File: src/rtl/div_unit.sv
// Multi-cycle radix-2 restoring divider for RV32M DIV/DIVU/REM/REMU.
// Optional macro DIV_EARLY_OUT_EN: finish in one cycle when |a| < |b|.
module div_unit #(
    parameter int XLEN = 32
) (
    input  logic            i_clk,
    input  logic            i_rst_n,
    input  logic            i_start,
    input  logic [XLEN-1:0] i_operand_a,
    input  logic [XLEN-1:0] i_operand_b,
    input  logic [1:0]      i_div_op,
    output logic            o_busy,
    output logic            o_valid,
    output logic [XLEN-1:0] o_div_data
);

    // state  | meaning
    // S_IDLE | waiting for i_start; special cases resolved here
    // S_CALC | one restoring quotient bit per cycle
    // S_DONE | o_valid high, o_div_data holds the new result
    typedef enum logic [1:0] {
        S_IDLE,
        S_CALC,
        S_DONE
    } state_e;

    localparam int CW = $clog2(XLEN);
    localparam logic [XLEN-1:0] MIN_NEG = {1'b1, {(XLEN-1){1'b0}}};

    state_e          state_q, state_d;
    logic [CW-1:0]   count_q, count_d;
    logic [XLEN:0]   rem_q, rem_d;
    logic [XLEN-1:0] quo_q, quo_d;
    logic [XLEN-1:0] babs_q, babs_d;
    logic            neg_quo_q, neg_quo_d;
    logic            neg_rem_q, neg_rem_d;
    logic            is_rem_q, is_rem_d;
    logic [XLEN-1:0] data_q, data_d;

    logic            is_signed, a_neg, b_neg, b_zero, ovf, early, special;
    logic [XLEN-1:0] a_abs, b_abs, spec_quo, spec_rem;
    logic [XLEN:0]   rem_sh, rem_nx;
    logic [XLEN-1:0] quo_nx, q_fix, r_fix;
    logic            ge;

    // Operand decode in IDLE
    always_comb begin
        is_signed = ~i_div_op[0];
        a_neg     = is_signed & i_operand_a[XLEN-1];
        b_neg     = is_signed & i_operand_b[XLEN-1];
        a_abs     = a_neg ? (~i_operand_a + 1'b1) : i_operand_a;
        b_abs     = b_neg ? (~i_operand_b + 1'b1) : i_operand_b;
        b_zero    = (i_operand_b == '0);
        ovf       = is_signed && (i_operand_a == MIN_NEG) && (i_operand_b == '1);
`ifdef DIV_EARLY_OUT_EN
        early     = !b_zero && (a_abs < b_abs);
`else
        early     = 1'b0;
`endif
        special   = b_zero | ovf | early;
        spec_quo  = b_zero ? '1 : (ovf ? MIN_NEG : '0);
        spec_rem  = ovf ? '0 : i_operand_a;
    end

    // One restoring step plus the sign fix-up applied on the final step
    always_comb begin
        rem_sh = {rem_q[XLEN-1:0], quo_q[XLEN-1]};
        ge     = (rem_sh >= {1'b0, babs_q});
        rem_nx = ge ? (rem_sh - {1'b0, babs_q}) : rem_sh;
        quo_nx = {quo_q[XLEN-2:0], ge};
        q_fix  = neg_quo_q ? (~quo_nx + 1'b1) : quo_nx;
        r_fix  = neg_rem_q ? (~rem_nx[XLEN-1:0] + 1'b1) : rem_nx[XLEN-1:0];
    end

    always_comb begin
        state_d   = state_q;
        count_d   = count_q;
        rem_d     = rem_q;
        quo_d     = quo_q;
        babs_d    = babs_q;
        neg_quo_d = neg_quo_q;
        neg_rem_d = neg_rem_q;
        is_rem_d  = is_rem_q;
        data_d    = data_q;
        case (state_q)
            S_IDLE: begin
                if (i_start) begin
                    is_rem_d = i_div_op[1];
                    if (special) begin
                        data_d  = i_div_op[1] ? spec_rem : spec_quo;
                        state_d = S_DONE;
                    end else begin
                        rem_d     = '0;
                        quo_d     = a_abs;
                        babs_d    = b_abs;
                        neg_quo_d = a_neg ^ b_neg;
                        neg_rem_d = a_neg;
                        count_d   = '0;
                        state_d   = S_CALC;
                    end
                end
            end
            S_CALC: begin
                rem_d   = rem_nx;
                quo_d   = quo_nx;
                count_d = count_q + 1'b1;
                if (count_q == CW'(XLEN-1)) begin
                    data_d  = is_rem_q ? r_fix : q_fix;
                    count_d = '0;
                    state_d = S_DONE;
                end
            end
            S_DONE: begin
                state_d = S_IDLE;
            end
            default: begin
                state_d = S_IDLE;
            end
        endcase
    end

    always_ff @(posedge i_clk) begin
        if (!i_rst_n) begin
            state_q   <= S_IDLE;
            count_q   <= '0;
            rem_q     <= '0;
            quo_q     <= '0;
            babs_q    <= '0;
            neg_quo_q <= 1'b0;
            neg_rem_q <= 1'b0;
            is_rem_q  <= 1'b0;
            data_q    <= '0;
        end else begin
            state_q   <= state_d;
            count_q   <= count_d;
            rem_q     <= rem_d;
            quo_q     <= quo_d;
            babs_q    <= babs_d;
            neg_quo_q <= neg_quo_d;
            neg_rem_q <= neg_rem_d;
            is_rem_q  <= is_rem_d;
            data_q    <= data_d;
        end
    end

    assign o_busy     = (state_q != S_IDLE);
    assign o_valid    = (state_q == S_DONE);
    assign o_div_data = data_q;

endmodule

File: config.mk
export PLATFORM = sky130hd
export DESIGN_NAME = div_unit
export DESIGN_NICKNAME = d
export VERILOG_FILES = /design/src/rtl/div_unit.sv
export SDC_FILE = /design/constraint.sdc
export NUM_CORES = 1
export LEC_CHECK = 0
export BUFFER_PORTS_ARGS = -buffer_cell sky130_fd_sc_hd__buf_2
export CAP_MARGIN = 20
export CORE_MARGIN = 2
export CORE_UTILIZATION = 55
export CTS_BUF_LIST = sky130_fd_sc_hd__clkbuf_4 sky130_fd_sc_hd__clkbuf_8
export DETAILED_ROUTE_END_ITERATION = 7
export PLACE_DENSITY_LB_ADDON = 0.12
export SYNTH_ARGS = -nofsm -noshare
export SYNTH_HDL_FRONTEND = slang
export SYNTH_SLANG_ARGS = --single-unit
File: constraint.sdc
create_clock -name i_clk -period 10.54 [get_ports i_clk]
set_input_delay 1.581 -clock i_clk [delete_from_list [all_inputs] [get_ports i_clk]]
set_output_delay 1.581 -clock i_clk [all_outputs]
set_load 0.01 [all_outputs]
Word level (Yosys, flattened, before mapping)
Index checks and enable logic that the tools add are counted.

word-level totals
  word-level logic and storage cells = 74
  bits of input ports = 69
  register bits = 138

operators by class
  $lt $le $gt $ge = 1
  eq/ne operators = 9
  add/subtract/negate cells = 6
  bitwise operators = 10
  reduce and logical (&&, ||, !) cells = 11
  muxes and demuxes = 28

operator list
  kind                                                              number
  32-bit two-way mux                                                17
  32-bit case mux with 2 select lines                               3
  32-bit by 1-bit adder with 32-bit output (second input constant)  4
  32-bit NOT                                                        4
  32-bit == test (second input constant)                            2
  33-bit by 32-bit greater-or-equal comparator with 1-bit output    1
  32-bit zero test                                                  1
  32-bit subtractor                                                 1
  5-bit two-way mux                                                 3
  5-bit case mux with 2 select lines                                1
  2-bit != test (second input constant)                             4
  2-bit two-way mux                                                 3
  3-bit AND reduction                                               2
  5-bit by 1-bit adder with 5-bit output (second input constant)    1
  5-bit == test (second input constant)                             1
  2-bit case mux with 2 select lines                                1
  2-bit AND reduction                                               2
  4-bit AND reduction                                               1
  2-bit nonzero test                                                2
  1-bit bitwise AND                                                 2
  2-bit by 1-bit == test with 1-bit output (second input constant)  1
  2-bit == test (second input constant)                             1
  1-bit logical AND                                                 2
  2-bit zero test                                                   1
  other kinds (3)                                                   4

Depth between registers and ports, before layout
Gate-level depths: netlist of run 1.

  word-level depth = 9
  gate-level depth with buffers = 23
  depth with buffers taken out = 19

Worst setup path before layout of run 1
No wires, ideal clock.

  path type = register to register
  start = reg quo_q[31]
  end = reg data_q[28], in the netlist o_div_data[28]
  setup time = 69 ps
  stages on the path, launching flop included = 22
  data required time = 10,471 ps
  arrival time = 4,729 ps
  clock period less this slack = 4,798 ps
  path buffers = 3
  path slack = 5,742 ps
  path through = dfxtp_1 > inv_1 > ha_1 > nand2b_1 > a211o_4 > a211oi_4 > o21ai_2 > nand3_4 > buf_6 > buf_2 > buf_1 > a21oi_1 > inv_1 > ha_1 > inv_1 > or3_1 > or3_1 > o22ai_4 > nand4_4 > nor4_2 > mux2_1 > o21ai_1

between the ends
  cells in the longest elaborated chain, start to end = 8
  elaborated cells on any way between the ends = 12
  those cells by class = add/sub (3); order compare (1); mux (6); bitwise (2)

RTL lines
  item                                                                                                 RTL line  RTL
  start: declaration                                                                                   33        logic [XLEN-1:0] quo_q, quo_d;
  start signal: assignment                                                                             137       quo_q <= quo_d;
  32-bit subtractor or 33-bit by 32-bit greater-or-equal comparator with 1-bit output (tied branches)  69, 68
  32-bit two-way mux                                                                                   69        rem_nx = ge ? (rem_sh - {1'b0, babs_q}) : rem_sh;
  32-bit NOT                                                                                           72        r_fix = neg_rem_q ? (~rem_nx[XLEN-1:0] + 1'b1) : rem_nx[XLEN-1:0];
  32-bit by 1-bit adder with 32-bit output                                                             72
  32-bit two-way mux                                                                                   72
  32-bit two-way mux *                                                                                 108       data_d = is_rem_q ? r_fix : q_fix;
  32-bit two-way mux *                                                                                 107       if (count_q == CW'(XLEN-1)) begin
  32-bit case mux with 2 select lines *                                                                85        case (state_q)
  end signal: assignment                                                                               142       data_q <= data_d;
  end: declaration                                                                                     38        logic [XLEN-1:0] data_q, data_d;

Every way passes the cells marked *; elsewhere a longest branch is shown, timed or not. The select of a mux whose other input is x is not followed.
A chain may end at the register's enable or synchronous reset.

Worst setup path after layout of run 1
  start = reg babs_q[26]
  end = reg data_q[28], in the netlist o_div_data[28]

between the ends
  cells in the longest elaborated chain, start to end = 8
  elaborated cells on any way between the ends = 12
  those cells by class = add/sub (3); order compare (1); mux (6); bitwise (2)

RTL lines
  item                                                                                                 RTL line  RTL
  start: declaration                                                                                   34        logic [XLEN-1:0] babs_q, babs_d;
  start signal: assignment                                                                             138       babs_q <= babs_d;
  32-bit subtractor or 33-bit by 32-bit greater-or-equal comparator with 1-bit output (tied branches)  69, 68
  32-bit two-way mux                                                                                   69
  32-bit NOT                                                                                           72
  32-bit by 1-bit adder with 32-bit output                                                             72
  32-bit two-way mux                                                                                   72
  32-bit two-way mux *                                                                                 108
  32-bit two-way mux *                                                                                 107
  32-bit case mux with 2 select lines *                                                                85

Marked as above.

==> flow_metrics.tcl, run 1 <==
set metrics [dict create \
    wl_per_cell_microns 21.4 \
    cellLeakagePower_nw 4.87 \
    core_area_sq_mm 0.0210 \
    hold_buffers 0 \
    n_antenna_cell 0 \
    period_share_pct 52.4 \
    syn_nets 1724 \
    ff2ff_path_depth 17 \
    synthTopCellsByArea "dfxtp_1, nor2_1, a21oi_1" \
    num_vias 12569 \
    routabilityCongestion 1.01 \
    globalRouteOverflowTotal 0 \
    ys_types 95 \
    fp.dieArea_sq_mm 0.0225 \
    layout-drive-gt1-share_pct 12.6 \
    rsz0062_at_grt "false" \
    hp-class "flop to flop" \
    start_kind "flop" \
    worstPathMaxFanout 46 \
    post-route-util_pct 60.2 \
    synth_flop_cell "dfxtp_1" \
    clk_pin_slew_ns 0.09 \
    die_h_microns 150 \
    fin_skew_ns 0.0188 \
    setup_tns_ns 0 \
    syn-cell-area_sq_mm 0.0117 \
    synth_top_family_by_area "compound AO/OA/AOI/OAI gates" \
    synth_mux_area_share_pct 2.81 \
    pin_count 103 \
    max_cap_violations 0 \
    synth_top_area_cell "dfxtp_1" \
    setup_viol 0 \
    antenna_found_initial 0 \
    hpwl_mm 30.5 \
    initial_core_util_pct 55.9 \
    finalPower_mw 1.82 \
    min_path_cells 2 \
    tritoncts "yes" \
    synthTopCellsByCount "nor2_1, a21oi_1, dfxtp_1" \
    area_growth_pct 7.68 \
    clk_path_buf_depth 2 \
    cp_data_arrival_time_ns 5.94 \
    ctsResizeCount 0 \
    relSlewSlack_pct 27.1 \
    viasPerCell 6.51 \
    drtPass1Iterations 6 \
    syn_inst 1615 \
    num_rows 53 \
    die_w_microns 150 \
    synth-simple-area-share_pct 24.2 \
    max_freq_mhz 181 \
    end_kind "flop" \
    async_reset_ff_share_pct 0 \
    seq_area_sq_mm 0.00276 \
    fin_crit_ns 5.52 \
    postCtsSetupBuffers 0 \
    crit_type "flop to flop" \
    synth_edf_count 0 \
    seq_area_frac_synth_pct 23.6 \
    wirelength_mm 41.2 \
    status "finished, final reports clean" \
    place_inst 1899 \
    nets 1752 \
    cts-htree-levels 4 \
    port-buffer-count 102 \
    synth.avg_cell_area_sq_um 7.25 \
    power_density_mw_per_mm2 144 \
    cts-root-buf "clkbuf_8" \
    first_iter_violations 1284 \
    yosysMostFrequentCell "nor2_1" \
    synth.top_cell.area_share_pct 23.6 \
    ys_seq_elements 138 \
    grt_max_degree 100 \
    ys_warn_count 0 \
    cp.required_ns 10.96 \
    grt_usage_pct 36.3 \
    r2r_slack_ns 5.02 \
    stdcell_count 1931 \
    ant_nets 0 \
    clock-sinks 138 \
    yosys.area_share.adder_pct 4.34 \
    multiInputGateArea_sq_mm 0.00829 \
    synth_compound_area_share_pct 30.1 \
    synthXorXnorAreaFrac_pct 9.27 \
    grt_pass1_vias 11367 \
    drc 0 \
    finalHoldViolCount 0 \
    cts_buffers 17 \
    grt_pass1_wl_mm 63.6 \
    peakVddDrop_v 0.0000800 \
    n_fill_cell 2035 \
    insertion_delay_ns 0.48 \
    slew_violations 0 \
    tightest_slew_ns 1.09 \
]
==> area by class of cell <==
type	count	share of cell area, %
multi-input combinational	1315	65.7
sequential	138	21.9
timing repair buffer	115	4.82
tap	275	2.73
clock buffer	19	2.02
inverter	56	1.72
clock inverter	13	1.07
==> critical path, cell delays in order (launching register included) <==
cell,delay [ns]
dfxtp_1,0.35
inv_1,0.06
ha_1,0.41
a21oi_1,0.35
o21ai_0,0.23
a211o_1,0.28
nand2_1,0.23
nand3_4,0.62
mux2i_1,0.51
ha_1,0.28
inv_1,0.07
or3_1,0.42
or3_1,0.37
o22ai_4,0.26
nand4_4,0.22
nor4_2,0.34
mux2_1,0.35
o21ai_1,0.11
==> flip-flops by register name, summed over array words and instances (netlist names) <==
register,flops
babs_q,32
o_div_data,32
quo_q,32
rem_q,32
count_q,5
state_q,2
is_rem_q,1
neg_quo_q,1
neg_rem_q,1
==> cell families (layout without fill, tap and decap cells) <==
family	after synthesis	count (layout)
muxes	32	32
AOI/OAI and AO/OA	531	531
DFF	138	138
xor gates and xnor gates	124	124
and+or+nand+nor	588	588
buffers and inverters	162	203
adders and majority gates	40	40
==> metal layers <==
layer | routed length [microns] | share of wire, % | vias to the layer above | track usage [%]
li1 | - | - | 5941 | -
met1 | 18200 | 44 | 5930 | 51.8
met2 | 17800 | 43 | 615 | 53.8
met3 | 4020 | 9.7 | 83 | 8.02
met4 | 1260 | 3.1 | 0 | 12.4
met5 | 0 | 0 | - | 0
==> cell usage in the layout, fill, tap and decap left out, types with 16 or more instances in the layout <==
cell	netlist	final
inv_1	54	53
nor4_1	22	22
a21oi_1	178	178
o31ai_1	30	30
a22oi_1	17	17
dfxtp_1	138	138
or3_1	21	21
a211oi_1	77	77
xor2_1	66	66
nor2_1	249	248
buf_2	21	102
a31oi_1	19	19
mux2i_1	25	25
nand2_1	117	117
ha_1	39	39
o21ai_0	73	72
nand4_1	27	27
xnor2_1	58	58
nand3_1	16	16
clkbuf_8	0	18
nor3_1	47	47
==> power by group <==
group          switching (mW)  internal (mW)
clock network           0.253          0.202
logic                   0.516          0.267
registers              0.0332          0.549
==> path summary, 6_finish.rpt <==
check / from / endpoint
setup / recovery: babs_q[26] / o_div_data[28]
hold / removal: o_div_data[16] / o_div_data[16]
setup reg to reg: babs_q[26] / o_div_data[28]
hold reg to reg: o_div_data[16] / o_div_data[16]
==> through the flow <==
step                      hold WS (ns)  instance area, sq um  worst slack, ns
after floorplan                  0.423                 11700             5.74
after global placement           0.424                 12200             5.33
after detailed placement         0.430                 12200             5.10
after CTS                        0.443                 12600             5.07
after global routing             0.462                 12600             4.67
final                            0.440                 12600             5.02
No activity file was read; power rests on OpenSTA's default activity.
==> inputs of run 2 (changes only) <==
==> constraint.sdc (replaced) <==
create_clock -name i_clk -period 5.7 [get_ports i_clk]
set_input_delay 0.855 -clock i_clk [delete_from_list [all_inputs] [get_ports i_clk]]
set_output_delay 0.855 -clock i_clk [all_outputs]
set_load 0.01 [all_outputs]
==> flow_metrics.tcl, run 2 (synthesis gave the netlist of run 1 again) <==
set metrics [dict create \
    status "finished, final reports clean" \
    start_kind "flop" \
    wl_met3_mm 3.67 \
    slowest_stage "ha_1" \
    setup_viol 0 \
    fp.dieArea_sq_mm 0.0225 \
    ctsResizeCount 0 \
    r2r-end "o_div_data[28]" \
    place_inst 1905 \
    cp_data_arrival_time_ns 5.45 \
    die_h_microns 150 \
    cts-root-buf "clkbuf_8" \
    grt_usage_pct 36.3 \
    highest_layer "met4" \
    stdcell_count 1939 \
    grt_max_degree 100 \
    ant_nets 0 \
    hold_buffers 0 \
    n_antenna_cell 0 \
    first_iter_violations 1296 \
    grt_pass1_vias 11217 \
    hp-start "o_div_data[16]" \
    nets 1760 \
    fin_crit_ns 5.03 \
    wirelength_mm 41.0 \
    clk_pin_slew_ns 0.10 \
    routabilityCongestion 1.01 \
    max_freq_mhz 199 \
    antenna_found_initial 0 \
    area_growth_pct 8.43 \
    insertion_delay_ns 0.48 \
    cts_buffers 17 \
    peakVddDrop_v 0.000185 \
    relSlewSlack_pct 17.1 \
    cts-htree-levels 4 \
    final_cell_mix "nor2_1, a21oi_1, dfxtp_1" \
    initial_core_util_pct 55.9 \
    fin_skew_ns 0.0162 \
    rsz0062_at_grt "false" \
    wl_per_cell_microns 21.2 \
    period_share_pct 88.3 \
    hpwl_mm 30.8 \
    drtPass1Iterations 6 \
    n_fill_cell 2037 \
    cp.required_ns 6.12 \
    wirelength_met1_mm 18.7 \
    end_kind "flop" \
    tightest_slew_ns 1.23 \
    globalRouteOverflowTotal 0 \
    power_density_mw_per_mm2 267 \
    tritoncts "yes" \
    rr_startpoint "rem_q[16]" \
    postCtsSetupBuffers 0 \
    drc 0 \
    crit_type "flop to flop" \
    finalPower_mw 3.40 \
    fin_ws_ns 0.666 \
    ff2ff_path_depth 16 \
    max_cap_violations 0 \
    cellLeakagePower_nw 4.92 \
    crit_chain "ha_1, nand4_1, nor4_2, nand2_1, o21a_2, nand3_4, mux2i_1, ha_1, inv_1, or3_1, or3_1, o22ai_4, nand4_4, nor4_2, mux2_1, o21ai_1" \
    min_path_cells 2 \
    worstPathMaxFanout 12 \
    num_vias 12517 \
    port-buffer-count 102 \
    route.met2.wl_mm 17.4 \
    core_area_sq_mm 0.0210 \
    grt_pass1_wl_mm 63.6 \
    cpPeakStageDelay_ns 0.49 \
    pre_cts_ws_ns 0.791 \
    viasPerCell 6.46 \
    slew_violations 0 \
    hp-class "flop to flop" \
    pin_count 103 \
    r2r_slack_ns 0.67 \
    setup_tns_ns 0 \
    num_rows 53 \
    layout-drive-gt1-share_pct 13.0 \
    layout_commonest_cell "nor2_1" \
    clk_path_buf_depth 2 \
    die_w_microns 150 \
    finalHoldViolCount 0 \
    clock-sinks 138 \
    whs_endpoint "o_div_data[16]" \
]
==> run 2: cell count changes in the layout (fill, tap and decap cells not counted) <==
cell / change
buf_4: +6
inv_8: +1
clkinv_4: -1
clkinv_2: +1
clkbuf_4: -1
buf_12: +2
clkbuf_8: -1
clkinv_8: +1
==> run 2: worst max path at each step <==
| stage | to | cells after the start | startpoint |
|---|---|---|---|
| 3_5_place_dp | o_div_data[28] | 17 | babs_q[5] |
| 5_1_grt | o_div_data[28] | 17 | babs_q[6] |
| 6_report | o_div_data[28] | 16 | rem_q[16] |
| 4_1_cts | o_div_data[28] | 17 | babs_q[5] |
| 3_3_place_gp | o_div_data[28] | 16 | rem_q[13] |
| 2_1_floorplan | o_div_data[28] | 21 | quo_q[31] |
==> run 2: area by class of cell <==
| type | instances | area [sq um] | area share (%) |
|---|---|---|---|
| inverters | 56 | 216 | 1.70 |
| well taps | 275 | 344 | 2.71 |
| flip-flops and latches | 138 | 2760 | 21.8 |
| clock inverters | 15 | 159 | 1.25 |
| multi-input cells | 1315 | 8290 | 65.3 |
| clock buffers | 17 | 234 | 1.84 |
| repair buffers | 123 | 693 | 5.46 |
==> run 2: worst max-delay path: cells and delay by family (launching register included) <==
kind / cells / cell delay [ns]
compound gates: 3 / 0.66
fa+ha+maj: 2 / 0.75
buf+inv: 1 / 0.06
flops: 1 / 0.39
mux: 2 / 0.67
simple gates: 8 / 2.41
==> run 2: metal layers <==
layer	up-vias	GRT usage [%]
met1	5876	53.3
met3	69	6.55
li1	5978	-
met2	594	53.2
met4	0	12.1
met5	-	0
==> run 2: metrics by stage <==
stage          cell area (sq um)  hold slack, ns  util (%)
6_report                   12700           0.440      60.6
3_3_place_gp               12300           0.425      58.6
4_1_cts                    12700           0.446      60.5
2_1_floorplan              11700           0.423         -
5_1_grt                    12700           0.452      60.6
3_5_place_dp               12300           0.434      58.6
==> run 2: power breakdown <==
group,internal (mW),total (mW),switching (mW)
clock,0.362,0.842,0.481
combinational,0.503,1.48,0.977
sequential,1.02,1.07,0.0584
==> inputs of run 3 (changes only) <==
==> constraint.sdc (replaced) <==
create_clock -name i_clk -period 4.1 [get_ports i_clk]
set_input_delay 0.615 -clock i_clk [delete_from_list [all_inputs] [get_ports i_clk]]
set_output_delay 0.615 -clock i_clk [all_outputs]
set_load 0.01 [all_outputs]
==> flow_metrics.tcl, run 3 (synthesis gave the netlist of run 1 again) <==
set metrics [dict create \
    clk_path_buf_depth 2 \
    cp.required_ns 4.48 \
    ant_nets 0 \
    clk_pin_slew_ns 0.10 \
    hp-start "i_operand_b[1]" \
    num_rows 53 \
    cp_data_arrival_time_ns 4.48 \
    initial_core_util_pct 55.9 \
    cts_buffers 17 \
    n_antenna_cell 0 \
    die_h_microns 150 \
    first_iter_violations 1457 \
    fp.dieArea_sq_mm 0.0225 \
    pin_count 103 \
    viasPerCell 6.43 \
    cts-htree-levels 4 \
    globalRouteOverflowTotal 0 \
    fin_ws_ns -0.00715 \
    final_cell_mix "nor2_1, buf_4, a21oi_1" \
    violations "negative setup slack" \
    hpwl_mm 33.0 \
    min_path_cells 3 \
    cts-root-buf "clkbuf_8" \
    area_growth_pct 23.9 \
    slew_violations 0 \
    nets 1925 \
    port-buffer-count 102 \
    postPlaceCellArea_sq_mm 0.0135 \
    end_kind "flop" \
    relSlewSlack_pct 41.1 \
    wirelength_mm 43.8 \
    die_w_microns 150 \
    num_vias 13531 \
    tightest_slew_ns 0.880 \
    insertion_delay_ns 0.49 \
    n_fill_cell 1817 \
    r2r-end "o_div_data[22]" \
    finalPower_mw 5.57 \
    period_share_pct 100 \
    max_freq_mhz 243 \
    tritoncts "yes" \
    drtPass1Iterations 6 \
    crit_type "flop to flop" \
    grt_usage_pct 38.0 \
    whs_endpoint "babs_q[1]" \
    rr_startpoint "babs_q[21]" \
    finalHoldViolCount 0 \
    fin_skew_ns 0.0167 \
    fin_crit_ns 4.11 \
    core_area_sq_mm 0.0210 \
    peakVddDrop_v 0.000238 \
    grt_pass1_vias 12031 \
    worstPathMaxFanout 5 \
    clock-sinks 138 \
    layout-drive-gt1-share_pct 24.7 \
    setup_tns_ns -0.00715 \
    grt_pass1_wl_mm 66.6 \
    setup_viol 1 \
    ff2ff_path_depth 18 \
    grt_max_degree 78 \
    cellLeakagePower_nw 5.80 \
    power_density_mw_per_mm2 384 \
    status "finished, violations left" \
    routabilityCongestion 0.972 \
    r2r_slack_ns -0.007 \
    rsz0062_at_grt "true" \
    layout_commonest_cell "nor2_1" \
    antenna_found_initial 0 \
    start_kind "flop" \
    max_cap_violations 0 \
    hp-class "primary input to flop" \
    finalInstanceArea_sq_mm 0.0145 \
    drc 0 \
    wl_per_cell_microns 20.8 \
]
==> run 3: worst max-delay path by stage <==
stage                           endpoint  slack, ns  startpoint  cells past startpoint
after floorplan           o_div_data[28]      -0.29  babs_q[19]                     23
after global placement    o_div_data[22]      -0.06  babs_q[16]                     20
after detailed placement  o_div_data[28]      -0.15  babs_q[16]                     19
after CTS                 o_div_data[22]      -0.01  babs_q[20]                     18
after global routing      o_div_data[22]      -0.11  babs_q[20]                     18
final                     o_div_data[22]     -0.007  babs_q[21]                     18
==> run 3: per-layer routing <==
layer / part of all wire (%) / GRT usage (%) / up-vias
li1: - / - / 6306
met5: 0 / 0 / -
met3: 9.4 / 7.99 / 98
met2: 43 / 56.6 / 712
met4: 3.4 / 13.7 / 0
met1: 44 / 53.8 / 6415
==> run 3: area by class of cell <==
cell class                      count  area (sq um)  area share (%)
Clock buffer                       17           234            1.61
Clock inverter                     15           218            1.50
Inverter                           56           219            1.51
Multi-Input combinational cell   1315          8770            60.4
Sequential cell                   138          2790            19.2
Tap cell                          275           344            2.37
Timing Repair Buffer              288          1940            13.4
==> run 3: where the power goes <==
group	switching [mW]	internal [mW]
clock network	0.714	0.640
registers	0.0848	1.42
logic	1.55	1.16
total	2.35	3.22
==> run 3: worst max-delay path, cell delays in order (launching register included) <==
cell and delay [ns]:
dfxtp_2 0.34, inv_1 0.06, ha_4 0.28, nand4_1 0.19, nor4_4 0.38, nand2_1 0.12, o21a_2 0.23, nand3_4 0.12
mux2i_4 0.28, ha_4 0.16, inv_2 0.03, or3_4 0.33, or3_4 0.37, o22ai_4 0.20, nand4_4 0.22, buf_6 0.22
nor2_2 0.07, o21ai_1 0.06, a221o_1 0.33
==> run 3: repair_timing <==
action,4_1_cts,5_1_grt
resized for setup,35,39
hold buffers,0,0
setup buffers,9,12
pin swaps,20,22
endpoints found under the setup margin,8,18
==> run 3: per-stage QoR <==
step	util (%)	worst slack (ns)	std cells	hold slack [ns]
after floorplan	-	-0.285	1615	0.423
final	69.3	-0.00715	2104	0.446
after detailed placement	64.4	-0.153	2051	0.440
after global routing	69.3	-0.108	2104	0.453
after global placement	64.4	-0.0642	2051	0.422
after CTS	67.9	-0.0130	2092	0.437
